### src/rtl/pipe_pkg.sv
// Shared widths, ID/EX control field offsets and helpers for the pipeline boundary registers.
// Pure declarations: no logic, no latency, no flow control.
package pipe_pkg;

    localparam int IFID_CTRL_W  = 1;
    localparam int IFID_DATA_W  = 64;
    localparam int IDEX_CTRL_W  = 11;
    localparam int IDEX_DATA_W  = 143;
    localparam int EXMEM_CTRL_W = 5;
    localparam int EXMEM_DATA_W = 101;
    localparam int MEMWB_CTRL_W = 3;
    localparam int MEMWB_DATA_W = 101;

    // ID/EX control bundle layout, LSB offsets (msb to lsb: alu_op .. mem_to_reg)
    localparam int IDEX_ALU_OP_LSB     = 8;
    localparam int IDEX_ALU_SRC_LSB    = 7;
    localparam int IDEX_REG_WRITE_LSB  = 6;
    localparam int IDEX_REG_DST_LSB    = 4;
    localparam int IDEX_MEM_READ_LSB   = 3;
    localparam int IDEX_MEM_WRITE_LSB  = 2;
    localparam int IDEX_MEM_TO_REG_LSB = 0;

    localparam logic [IDEX_CTRL_W-1:0] CTRL_BUBBLE = '0;

    function automatic logic [IDEX_CTRL_W-1:0] idex_ctrl_pack(
        input logic [2:0] alu_op,
        input logic       alu_src,
        input logic       reg_write,
        input logic [1:0] reg_dst,
        input logic       mem_read,
        input logic       mem_write,
        input logic [1:0] mem_to_reg
    );
        return {alu_op, alu_src, reg_write, reg_dst, mem_read, mem_write, mem_to_reg};
    endfunction

endpackage

### src/rtl/pipe_stage.sv
// One {valid, ctrl, data} register with kill > load > hold priority.
// Latency: one edge from load to output. Backpressure: load=0 holds contents.
module pipe_stage
    import pipe_pkg::*;
#(
    parameter int CTRL_W = IDEX_CTRL_W,
    parameter int DATA_W = IDEX_DATA_W
) (
    input  logic              clk,
    input  logic              rst,
    input  logic              load,
    input  logic              kill,
    input  logic              v_in,
    input  logic [CTRL_W-1:0] c_in,
    input  logic [DATA_W-1:0] d_in,
    output logic              v,
    output logic [CTRL_W-1:0] c,
    output logic [DATA_W-1:0] d
);

    always_ff @(posedge clk or negedge rst) begin
        if (!rst) begin
            v <= 1'b0;
            c <= '0;
            d <= '0;
        end else if (kill) begin
            // data is left in place; only the valid/control side is squashed
            v <= 1'b0;
            c <= '0;
        end else if (load) begin
            v <= v_in;
            c <= v_in ? c_in : '0;
            d <= d_in;
        end
    end

endmodule

### src/rtl/pipe_stage_reg.sv
// Pipeline boundary register: DEPTH stages of {valid, ctrl, data} plus a saturating bubble counter.
// Latency: DEPTH edges from input to output, plus one per stalled edge.
// Backpressure: stall holds all stages; flush squashes them and drops the entry at the inputs.
module pipe_stage_reg
    import pipe_pkg::*;
#(
    parameter int CTRL_W = IDEX_CTRL_W,
    parameter int DATA_W = IDEX_DATA_W,
    parameter int DEPTH  = 1,
    parameter int CNT_W  = 16
) (
    input  logic              clk,
    input  logic              rst,
    input  logic              stall,
    input  logic              flush,
    input  logic              valid_in,
    input  logic [CTRL_W-1:0] ctrl_in,
    input  logic [DATA_W-1:0] data_in,
    input  logic              cnt_clr,
    output logic              valid_out,
    output logic [CTRL_W-1:0] ctrl_out,
    output logic [DATA_W-1:0] data_out,
    output logic [CNT_W-1:0]  bubble_cnt
);

    localparam logic [CNT_W-1:0] CNT_MAX = {CNT_W{1'b1}};

    logic              adv;
    logic              bump;
    logic [DEPTH-1:0]  v_s;
    logic [CTRL_W-1:0] c_s [DEPTH];
    logic [DATA_W-1:0] d_s [DEPTH];

    assign adv  = !flush && !stall;
    assign bump = flush || (adv && !valid_in);

    genvar k;
    generate
        for (k = 0; k < DEPTH; k++) begin : g_stage
            logic              v_src;
            logic [CTRL_W-1:0] c_src;
            logic [DATA_W-1:0] d_src;

            if (k == 0) begin : g_head
                assign v_src = valid_in;
                assign c_src = ctrl_in;
                assign d_src = data_in;
            end else begin : g_tail
                assign v_src = v_s[k-1];
                assign c_src = c_s[k-1];
                assign d_src = d_s[k-1];
            end

            pipe_stage #(
                .CTRL_W (CTRL_W),
                .DATA_W (DATA_W)
            ) u_stage (
                .clk  (clk),
                .rst  (rst),
                .load (adv),
                .kill (flush),
                .v_in (v_src),
                .c_in (c_src),
                .d_in (d_src),
                .v    (v_s[k]),
                .c    (c_s[k]),
                .d    (d_s[k])
            );
        end
    endgenerate

    always_ff @(posedge clk or negedge rst) begin
        if (!rst) begin
            bubble_cnt <= '0;
        end else if (cnt_clr) begin
            bubble_cnt <= '0;
        end else if (bump && bubble_cnt != CNT_MAX) begin
            bubble_cnt <= bubble_cnt + 1'b1;
        end
    end

    assign valid_out = v_s[DEPTH-1];
    assign ctrl_out  = c_s[DEPTH-1];
    assign data_out  = d_s[DEPTH-1];

endmodule

### config.mk
export PLATFORM = sky130hd
export DESIGN_NAME = pipe_stage_reg
export DESIGN_NICKNAME = d
export VERILOG_FILES = /design/src/rtl/pipe_pkg.sv /design/src/rtl/pipe_stage.sv /design/src/rtl/pipe_stage_reg.sv
export SDC_FILE = /design/constraint.sdc
export NUM_CORES = 1
export LEC_CHECK = 0
export CORE_ASPECT_RATIO = 0.75
export CORE_UTILIZATION = 37
export CTS_BUF_LIST = sky130_fd_sc_hd__clkbuf_4 sky130_fd_sc_hd__clkbuf_8
export DETAILED_ROUTE_END_ITERATION = 16
export PLACE_DENSITY = 0.83
export SLEW_MARGIN = 0
export SYNTH_ARGS = -nofsm -noshare
export SYNTH_HDL_FRONTEND = slang
export SYNTH_SLANG_ARGS = --single-unit
### constraint.sdc
create_clock -name clk -period 4.7 [get_ports clk]
set_clock_uncertainty 0.2 [all_clocks]
set_input_delay 0.94 -clock clk [delete_from_list [all_inputs] [get_ports clk]]
set_output_delay 0.94 -clock clk [all_outputs]
set_load 0.01 [all_outputs]
==> summary.txt, run 1 <==
Run status
  – Status: complete, no violations

Synthesis
  – Yosys warns: 0
  – Area contributors post-synth: dfrtp_1 (64%), mux2_2 (22%), mux2_1 (2.8%)
  – Synth area leader: dfrtp_1
  – Post-synth net total: 623
  – Post-synth top area share: 63.6%
  – Mapped Area: 6730 um^2
  – Avg Cell Area, Syn: 14.6 um^2
  – Seq cells post-synth: 171
  – Gate Count Post-Synth: 462
  – Post-synthesis cell type count: 35
  – Register area share after synthesis: 63.6%

Floorplanning
  – Starting density of the core: 38.0%
  – Die width: 158 um
  – Site Rows: 42
  – # IOs: 331
  – Die area: 18700 um^2
  – Die height: 119 um
  – Core region area: 17700 um^2

STA
  – Setup TNS: 0 ns
  – Fin crit share: 61.0%
  – Max_slew headroom: 28.4%
  – Final WS setup: 1.83 ns
  – RSZ-0062 raised after global routing: no
  – Final Max Tran Viols: 0
  – # setup viols final: 0
  – Final Hold Viols: 0
  – Min cycle time layout: 2.87 ns
  – Least-Margin Pin Slew: 1.06 ns
  – Max Clock Freq: 349 MHz

Clocking
  – Hold buffers post-CTS: 0
  – Maximum clock insertion buffer count: 2
  – H-tree lvl count: 4
  – CTS clk-pin slew, worst paths: 0.10 ns
  – # resized after CTS: 0
  – Worst-Skew Late Latency: 0.45 ns
  – CTS Sinks: 171
  – TritonCTS Buffers: 17
  – Post-CTS setup buffers: 0
  – Root Buffer Master: clkbuf_8
  – CTS tree: yes

Power
  – PwrDens: 341 nW/um^2
  – Sw Share: 27.2%
  – Clk pwr share: 27.0%
  – Worst VDD drop: 0.231 mV
  – Net Switching: 0.987 mW
  – Internal: 2.65 mW
  – Pleak: 4.30 nW
  – Part of the power in registers: 48.2%
  – Final total power: 3.64 mW
  – Comb power frac: 24.8%

Critical path
  – Critical path type: in -> reg
  – Worst Path Max Fanout: 48
  – WP data arrival: 3.00 ns
  – Crit path required time: 4.83 ns
  – Crit. End Element: flip-flop
  – CP Launch Type: input port

Detailed routing
  – Vias: 5004
  – Final ANT Viol Nets: 0
  – Vias per inst: 4.77
  – DR iter-0 viols: 214
  – Drc violations: 0
  – WL/cell: 16.5 um
  – Total Wirelength: 17.3 mm
  – DR pass1 iterations: 4

Placement
  – Routability Congestion: 0.752
  – DP Worst Slack: 1.37 ns
  – Placed Instances: 1016
  – IO buf count: 330
  – DP HPWL: 12.7 mm

Finish
  – # diodes: 0
  – Area grow syn2layout: 58.5%
  – Fillers: 1421
  – Post-Layout Cell Count: 1048
  – Fraction of layout cells with a size suffix above 1: 21.7%
  – Final Util: 60.2%
  – Net count, final: 954

Global routing
  – Grt total ovfl: 0
  – Global-route wire length before repair: 27.7 mm
  – GRT Overall Usage: 19.3%
  – Largest net degree at the start of global routing: 93
  – Vias in the first global route: 5287
  – Initial antenna violation count: 0

Job
  – Max Cap Viol: 0

Hold path
  – Worst Hold Class: in -> async
==> worst max-delay path: stages <==
cell and delay, ns:
clkdlybuf4s50_1 0.70, nor2_4 0.36, buf_4 0.55, mux2_2 0.41
==> logic make-up after synthesis <==
| family | after synthesis | synth area share (%) |
|---|---|---|
| DFF | 171 | 63.6 |
| muxes | 146 | 24.4 |
| and+or+nand+nor | 79 | 6.43 |
| AOI/OAI and AO/OA | 38 | 3.40 |
| buffers and inverters | 27 | 1.97 |
| adders and majority gates | 1 | 0.186 |
==> layout make-up <==
type	count	area, um^2	area share (%)
Tap cell	242	303	2.84
Sequential cell	171	4280	40.1
Inverter	3	11.3	0.106
Multi-Input combinational cell	264	2330	21.8
Clock inverter	12	109	1.02
Timing Repair Buffer	336	3370	31.6
Clock buffer	20	263	2.46
==> cell usage in the layout (no fill, tap or decap), types with 2 or more instances in the layout <==
cell type | Yosys | layout
nand3_1 | 4 | 4
clkdlybuf4s50_1 | 0 | 329
buf_12 | 0 | 2
or4_1 | 10 | 10
o21ai_1 | 2 | 2
inv_8 | 0 | 3
buf_4 | 0 | 4
dfrtp_1 | 171 | 171
mux2_1 | 17 | 17
clkbuf_8 | 0 | 18
a22oi_1 | 2 | 2
nand4_1 | 4 | 4
nor2b_1 | 4 | 4
clkbuf_4 | 0 | 2
nor4_1 | 2 | 2
nand2_1 | 15 | 15
inv_6 | 0 | 2
inv_1 | 3 | 3
clkinvlp_4 | 0 | 3
clkinv_4 | 0 | 4
o31ai_1 | 9 | 9
nor2_1 | 28 | 27
mux2_2 | 129 | 129
a21oi_1 | 22 | 22
==> stage by stage <==
stage | area, um^2 | hold slack [ns]
after floorplan | 6730 | 0.329
final | 10700 | 0.177
after global placement | 10300 | 0.266
after detailed placement | 10300 | 0.275
after global routing | 10700 | 0.179
after CTS | 10700 | 0.162
==> synthesized netlist by cell type, drive strengths merged <==
cell	count
nor2	28
o41ai	1
dfrtp	171
nand3	5
clkbuf	5
nand3b	1
a22oi	2
mux2	146
and2	1
nand4	5
ha	1
nor3	2
a21oi	22
a31oi	1
and4	2
nor4	3
nor2b	4
buf	19
and3	1
inv	3
nand2	15
nor4b	1
or3	1
o21bai	1
o31ai	9
o21ai	2
or4	10
==> final timing paths <==
path                                           from                         to  slack (ns)  cells after the start
max reg2reg                           bubble_cnt[0]              bubble_cnt[4]        2.31                      5
min in group clk           g_stage[0].u_stage.d[54]   g_stage[0].u_stage.d[54]        0.29                      1
max in group asynchronous                       rst   g_stage[0].u_stage.d[65]        3.13                      2
min                                             rst   g_stage[0].u_stage.d[32]        0.18                      1
min reg2reg                g_stage[0].u_stage.d[54]   g_stage[0].u_stage.d[54]        0.29                      1
max                                           flush  g_stage[0].u_stage.d[125]        1.83                      4
==> metal layers <==
layer | vias up | track usage (%) | wire, um
met5 | - | 0 | 0
met4 | 0 | 5.58 | 195
met3 | 18 | 7.74 | 1750
met2 | 200 | 31.3 | 8370
met1 | 2473 | 23.4 | 7010
li1 | 2313 | - | -
==> registers in the layout (all words and copies together), names as in the netlist <==
signal	flops
bubble_cnt	16
g_stage.u_stage.c	11
g_stage.u_stage.v	1
g_stage.u_stage.d	143
==> power by group through the flow <==
stage | Sequential [mW] | Clock, mW | Combinational, mW
after CTS | 1.76 | 1.02 | 0.915
after floorplan | 1.87 | 0 | 0.217
final | 1.75 | 0.981 | 0.902
after global placement | 1.77 | 0 | 0.898
after detailed placement | 1.78 | 0 | 0.911
after global routing | 1.78 | 1.08 | 0.962
(Power assumes the default switching activity.)
==> run 2: changes to the inputs <==
Clock period 4.7 ns to 2.85 ns, I/O delays scaled along.
==> run 2 against run 1 <==
Compared with the run above: routed wire length grew 1.8%; combinational power grew 67%; register-to-register slack lost 1.5 ns; setup slack lost 1.3 ns; critical path depth shrank 3; count of clock-buffer cells in the layout is the same; total power grew 67%; critical path type is now reg -> out; critical endpoint is now bubble_cnt[2]; largest cell class unchanged; largest power group unchanged.
==> summary.txt, run 2 (synthesis gave the netlist of run 1 again) <==
Global routing
  – GRT Overall Usage: 19.4% (+0.16 points)
  – Grt total ovfl: 0 (unchanged)
  – Initial antenna violation count: 0 (unchanged)
  – Largest net degree at the start of global routing: 65 (-30%)
  – Global-route wire length before repair: 27.7 mm (-0.15%)
  – Vias in the first global route: 5350 (+1.2%)

Clocking
  – CTS tree: yes
  – TritonCTS Buffers: 17 (unchanged)
  – Worst-Skew Late Latency: 0.44 ns (about the same)
  – Hold buffers post-CTS: 1 (+1)
  – Maximum clock insertion buffer count: 2 (unchanged)
  – CTS clk-pin slew, worst paths: 0.10 ns (about the same)
  – Post-CTS setup buffers: 0 (unchanged)
  – # resized after CTS: 0 (unchanged)
  – Root Buffer Master: clkbuf_8
  – H-tree lvl count: 4 (unchanged)
  – CTS Sinks: 171 (unchanged)

STA
  – Max_slew headroom: 58.8% (+30 points)
  – RSZ-0062 raised after global routing: no
  – Final Max Tran Viols: 0 (unchanged)
  – Min cycle time layout: 2.30 ns
  – Least-Margin Pin Slew: 0.618 ns (-0.447 ns)
  – Final WS setup: 0.546 ns (-1.29 ns)
  – Max Clock Freq: 434 MHz
  – Setup TNS: 0 ns (unchanged)
  – Fin crit share: 80.8%
  – # setup viols final: 0 (unchanged)
  – Final Hold Viols: 0 (unchanged)

Finish
  – Post-Layout Cell Count: 1060 (+1.1%)
  – Most frequent cells in the layout: clkdlybuf4s50_1 (329), dfrtp_1 (171), mux2_2 (129)
  – Biggest register: g_stage.u_stage.d
  – Finished Cell Area: 10800 um^2 (+1.5%)
  – Net count, final: 966 (+1.3%)
  – Fillers: 1437 (+1.1%)
  – Area grow syn2layout: 60.8%
  – # diodes: 0 (unchanged)
  – Fraction of layout cells with a size suffix above 1: 22.7% (+1.0 points)
  – Max FFs per register: 143 (unchanged)
  – Top flop regs: g_stage.u_stage.d: 143 flops, bubble_cnt: 16 flops, g_stage.u_stage.c: 11 flops
  – Leading cell type in the layout, fill and taps excluded: clkdlybuf4s50_1

Critical path
  – Buf/Inv on CP: 1 (-1)
  – Worst stage delay on the critical path: 0.61 ns (-0.09 ns)
  – WP data arrival: 1.53 ns (-1.47 ns)
  – Cell Chain, Critical Path: clkdlybuf4s50_1
  – Worst Path Max Fanout: 8 (-83%)
  – Slowest cell on the critical path: clkdlybuf4s50_1
  – Crit path max-delay family: buffers and inverters
  – Critical path type: reg -> out
  – Crit. End Element: output port
  – CP Launch Type: flip-flop
  – Crit path required time: 2.08 ns (-2.75 ns)

Detailed routing
  – DR iter-0 viols: 196 (-8.4%)
  – Vias per inst: 4.75 (-0.58%)
  – WL/cell: 16.6 um (+0.68%)
  – Drc violations: 0 (unchanged)
  – Vias: 5032 (+0.56%)
  – Final ANT Viol Nets: 0 (unchanged)
  – Total Wirelength: 17.6 mm (+1.8%)
  – DR pass1 iterations: 4 (unchanged)

Placement
  – Routability Congestion: 0.845 (+12%)
  – Placed instance area: 10400 um^2 (+1.3%)
  – IO buf count: 330 (unchanged)
  – DP HPWL: 13.3 mm (+4.8%)
  – Placed Instances: 1027 (+1.1%)
  – DP Worst Slack: 0.332 ns (-1.04 ns)

Floorplanning
  – Die height: 119 um (unchanged)
  – Die area: 18700 um^2 (unchanged)
  – # IOs: 331 (unchanged)
  – Starting density of the core: 38.0% (unchanged)
  – Core region area: 17700 um^2 (unchanged)
  – Site Rows: 42 (unchanged)
  – Die width: 158 um (unchanged)

Job
  – Max Cap Viol: 0 (unchanged)

Power
  – PwrDens: 562 nW/um^2 (+65%)
  – Worst VDD drop: 0.356 mV (+55%)
  – Pleak: 4.38 nW (+2.0%)

Hold path
  – Worst Hold Class: reg -> reg

Run status
  – Status: complete, no violations
## run 2: cell types whose count changed in the layout (fill, tap and decap cells not counted)
cell           previous run  this run
bufinv_16                 0         1
clkinvlp_4                3         2
dlygate4sd3_1             0         1
inv_6                     2         6
buf_12                    2         6
clkinv_4                  4         2
inv_8                     3         1
buf_4                     4        11
## run 2: per-layer routing
layer | up-vias | GRT usage (%) | routed length (um)
li1 | 2342 | - | -
met1 | 2491 | 21.7 | 6910
met2 | 189 | 33.8 | 8990
met3 | 10 | 7.96 | 1600
met4 | 0 | 5.10 | 132
met5 | - | 0 | 0
## run 2: worst register-to-register path, stage by stage, from the launching register on
cell and delay [ns]:
dfrtp_1 0.45, ha_1 0.24, and2_1 0.21, nand3_2 0.15, nor4_1 0.33, mux2_1 0.36
## run 2: path summary, 6_finish.rpt
check | startpoint | to | slack, ns | depth (start not counted)
max | bubble_cnt[2] | bubble_cnt[2] | 0.55 | 1
max reg2reg | bubble_cnt[0] | bubble_cnt[10] | 0.80 | 5
min | g_stage[0].u_stage.d[51] | g_stage[0].u_stage.d[51] | 0.29 | 1
min in group asynchronous | rst | g_stage[0].u_stage.d[32] | 0.51 | 2
min reg2reg | g_stage[0].u_stage.d[51] | g_stage[0].u_stage.d[51] | 0.29 | 1
max in group asynchronous | rst | g_stage[0].u_stage.d[28] | 1.24 | 3
## run 2: final cells by class
cell class                 instances  area [um^2]  share of cell area, %
timing repair buffer             348         3520                   32.5
clock inverter                    12          126                   1.17
clock buffer                      20          263                   2.43
inverter                           3         11.3                  0.104
sequential                       171         4280                   39.5
multi-input combinational        264         2330                   21.5
tap                              242          303                   2.80
## run 2: report_power, final
part           switching, mW  total [mW]  internal (mW)
sequential             0.156        2.89           2.73
combinational          0.533        1.51          0.978
clock                  0.928        1.69          0.761
total                   1.62        6.09           4.47
## run 2: stage by stage
stage	power [mW]	utilization, %	hold slack (ns)
floorplan	3.44	-	0.0744
global placement	4.43	58.9	0.268
detailed placement	4.47	58.9	0.275
CTS	6.18	61.1	0.296
global route	6.38	61.1	0.307
finish	6.09	61.1	0.290
==> run 3: changes to the inputs <==
Settings changed: PLACE_DENSITY 0.83 to 0.86.
Clock period 2.85 ns to 1.9 ns, I/O delays scaled along.
==> run 3 against run 2 <==
Compared with the run above: first-iteration DRC count shrank 13%; sequential power grew 49%; total power grew 47%; final area grew 2.7%; global-route usage grew 0.74 points; cell count grew 4.1%; register-to-register slack lost 0.78 ns; clock power grew 55%; via count grew 3.0%; critical endpoint is now bubble_cnt[5]; largest cell class unchanged.
==> summary.txt, run 3 (synthesis gave the netlist of run 1 again) <==
Run status
  – Status: complete, no violations

Power
  – Clk pwr share: 29.3% (+1.6 points)
  – Pleak: 4.96 nW (+13%)
  – Part of the power in registers: 48.2% (+0.8 points)
  – PwrDens: 807 nW/um^2 (+43%)
  – Worst VDD drop: 0.659 mV (+85%)
  – Sw Share: 27.9% (+1.3 points)
  – Final total power: 8.97 mW (+47%)
  – Comb power frac: 22.6% (-2.2 points)
  – Internal: 6.47 mW (+45%)
  – Net Switching: 2.50 mW (+55%)

Finish
  – Area grow syn2layout: 65.1%
  – Finished Cell Area: 11100 um^2 (+2.7%)
  – Net count, final: 1009 (+4.5%)
  – Fillers: 1418 (-1.3%)
  – Leading cell type in the layout, fill and taps excluded: dfrtp_1
  – # diodes: 0 (unchanged)
  – Max FFs per register: 143 (unchanged)
  – Biggest register: g_stage.u_stage.d
  – Fraction of layout cells with a size suffix above 1: 28.0% (+5.3 points)
  – Most frequent cells in the layout: dfrtp_1 (169), dlygate4sd2_1 (162), clkdlybuf4s50_1 (158)
  – Top flop regs: g_stage.u_stage.d: 143 flops, bubble_cnt: 16 flops, g_stage.u_stage.c: 11 flops
  – Register area: 4280 um^2 (about the same)
  – Multi-input combinational cell area: 2370 um^2 (+1.9%)

Critical path
  – WP depth: 6 (+5)
  – Worst Path Max Fanout: 14 (+6)
  – Crit. End Element: flip-flop
  – R2r setup slk: 0.02 ns (-0.78 ns)
  – Reg2Reg Depth: 6 (+1)
  – Buf/Inv on CP: 2 (+1)
  – Cell Chain, Critical Path: buf_4, nand4_1, nor4_2, buf_4, or4_1, a21oi_1
  – Critical path type: reg -> reg
  – Worst stage delay on the critical path: 0.47 ns (-0.14 ns)
  – FF-to-FF Start: bubble_cnt[8]
  – Crit path required time: 2.06 ns (-0.02 ns)
  – Most frequent CP cell: buf_4
  – Crit path max-delay family: simple AND/OR/NAND/NOR gates
  – WP data arrival: 2.04 ns (+0.51 ns)
  – CP Launch Type: flip-flop
  – Slowest cell on the critical path: or4_1
  – RR Endpoint: bubble_cnt[5]

STA
  – RSZ-0062 raised after global routing: yes
  – Setup TNS: 0 ns (unchanged)
  – Least-Margin Pin Slew: 0.494 ns (-0.124 ns)
  – Min cycle time layout: 1.88 ns
  – Max Clock Freq: 533 MHz
  – Final Max Tran Viols: 0 (unchanged)
  – Final WS setup: 0.0249 ns (-0.521 ns)
  – Final Hold Viols: 0 (unchanged)
  – Max_slew headroom: 67.1% (+8.3 points)
  – # setup viols final: 0 (unchanged)
  – Fin crit share: 98.7%

Floorplanning
  – Core region area: 17700 um^2 (unchanged)
  – # IOs: 331 (unchanged)
  – Starting density of the core: 38.0% (unchanged)
  – Die height: 119 um (unchanged)
  – Site Rows: 42 (unchanged)
  – Die width: 158 um (unchanged)
  – Die area: 18700 um^2 (unchanged)

Detailed routing
  – Vias: 5181 (+3.0%)
  – Total Wirelength: 18.4 mm (+4.2%)
  – Drc violations: 0 (unchanged)
  – WL/cell: 16.7 um (+0.15%)
  – Vias per inst: 4.70 (-1.1%)
  – DR iter-0 viols: 171 (-13%)
  – DR pass1 iterations: 4 (unchanged)
  – Final ANT Viol Nets: 0 (unchanged)

Hold path
  – Worst Hold Class: in -> async

Global routing
  – Largest net degree at the start of global routing: 48 (-26%)
  – Global-route wire length before repair: 28.9 mm (+4.4%)
  – GRT Overall Usage: 20.2% (+0.74 points)
  – Vias in the first global route: 5639 (+5.4%)
  – Grt total ovfl: 0 (unchanged)
  – Initial antenna violation count: 0 (unchanged)

Clocking
  – CTS clk-pin slew, worst paths: 0.11 ns (about the same)
  – H-tree lvl count: 4 (unchanged)
  – CTS tree: yes
  – Maximum clock insertion buffer count: 2 (unchanged)
  – TritonCTS Buffers: 17 (unchanged)
  – Worst-Skew Late Latency: 0.45 ns (about the same)
  – Root Buffer Master: clkbuf_8
  – CTS Sinks: 171 (unchanged)

Placement
  – Placed instance area: 10800 um^2 (+3.5%)
  – DP Worst Slack: -0.367 ns (-0.700 ns)
  – IO buf count: 330 (unchanged)
  – Routability Congestion: 0.807 (-4.5%)
  – DP HPWL: 14.2 mm (+7.2%)

Job
  – Max Cap Viol: 0 (unchanged)
==> run 3: cell types whose count changed in the layout (fill, tap and decap cells not counted), moves of 3 or more <==
cell             before  now
buf_12                6   14
dlygate4sd2_1         0  162
a21oi_1              22   19
clkdlybuf4s50_1     329  158
buf_4                11   45
inv_8                 1    4
a21oi_2               0    3
clkdlybuf4s15_1       0    9
==> run 3: power by group through the flow <==
stage               combinational, mW  sequential (mW)  clock, mW
finish                           2.02             4.32       2.62
global route                     2.17             4.38       2.86
CTS                              2.05             4.32       2.72
detailed placement               2.37             4.41          0
global placement                 2.33             4.38          0
floorplan                       0.537             4.62          0
==> run 3: through the flow <==
step	instances	utilization [%]	hold WS [ns]
6_report	1103	62.8	0.247
5_1_grt	1103	62.8	0.250
4_1_cts	1103	62.5	0.222
3_5_place_dp	1062	60.9	0.166
3_3_place_gp	1062	60.9	0.171
2_1_floorplan	462	-	-0.116
==> run 3: how the worst max path moves through the flow <==
stage	start	end	slack [ns]
2_1_floorplan	bubble_cnt[0]	bubble_cnt[12]	0.01
3_3_place_gp	valid_in	bubble_cnt[15]	-0.32
3_5_place_dp	valid_in	bubble_cnt[15]	-0.37
4_1_cts	bubble_cnt[9]	bubble_cnt[3]	0.0003
5_1_grt	bubble_cnt[8]	bubble_cnt[5]	-0.05
6_report	bubble_cnt[8]	bubble_cnt[5]	0.02
==> run 3: final cells by class <==
| type | instances | area share [%] |
|---|---|---|
| inverter | 3 | 0.101 |
| clock buffer | 19 | 2.35 |
| sequential | 171 | 38.5 |
| clock inverter | 13 | 1.31 |
| timing repair buffer | 391 | 33.7 |
| multi-input combinational | 264 | 21.3 |
| tap | 242 | 2.72 |
==> run 3: repair_timing <==
action / CTS / global route
resized for setup: 175 / 19
setup buffers: 8 / 0
pin swaps: 0 / 9
setup endpoints to repair: 174 / 20
hold buffers: 1 / 0
hold endpoints to repair: 39 / 0
==> run 3: layer usage <==
metal	track usage [%]	share of wire (%)
met1	23.1	39
met2	34.8	51
met3	7.19	8.0
met4	6.31	1.4
met5	0	0
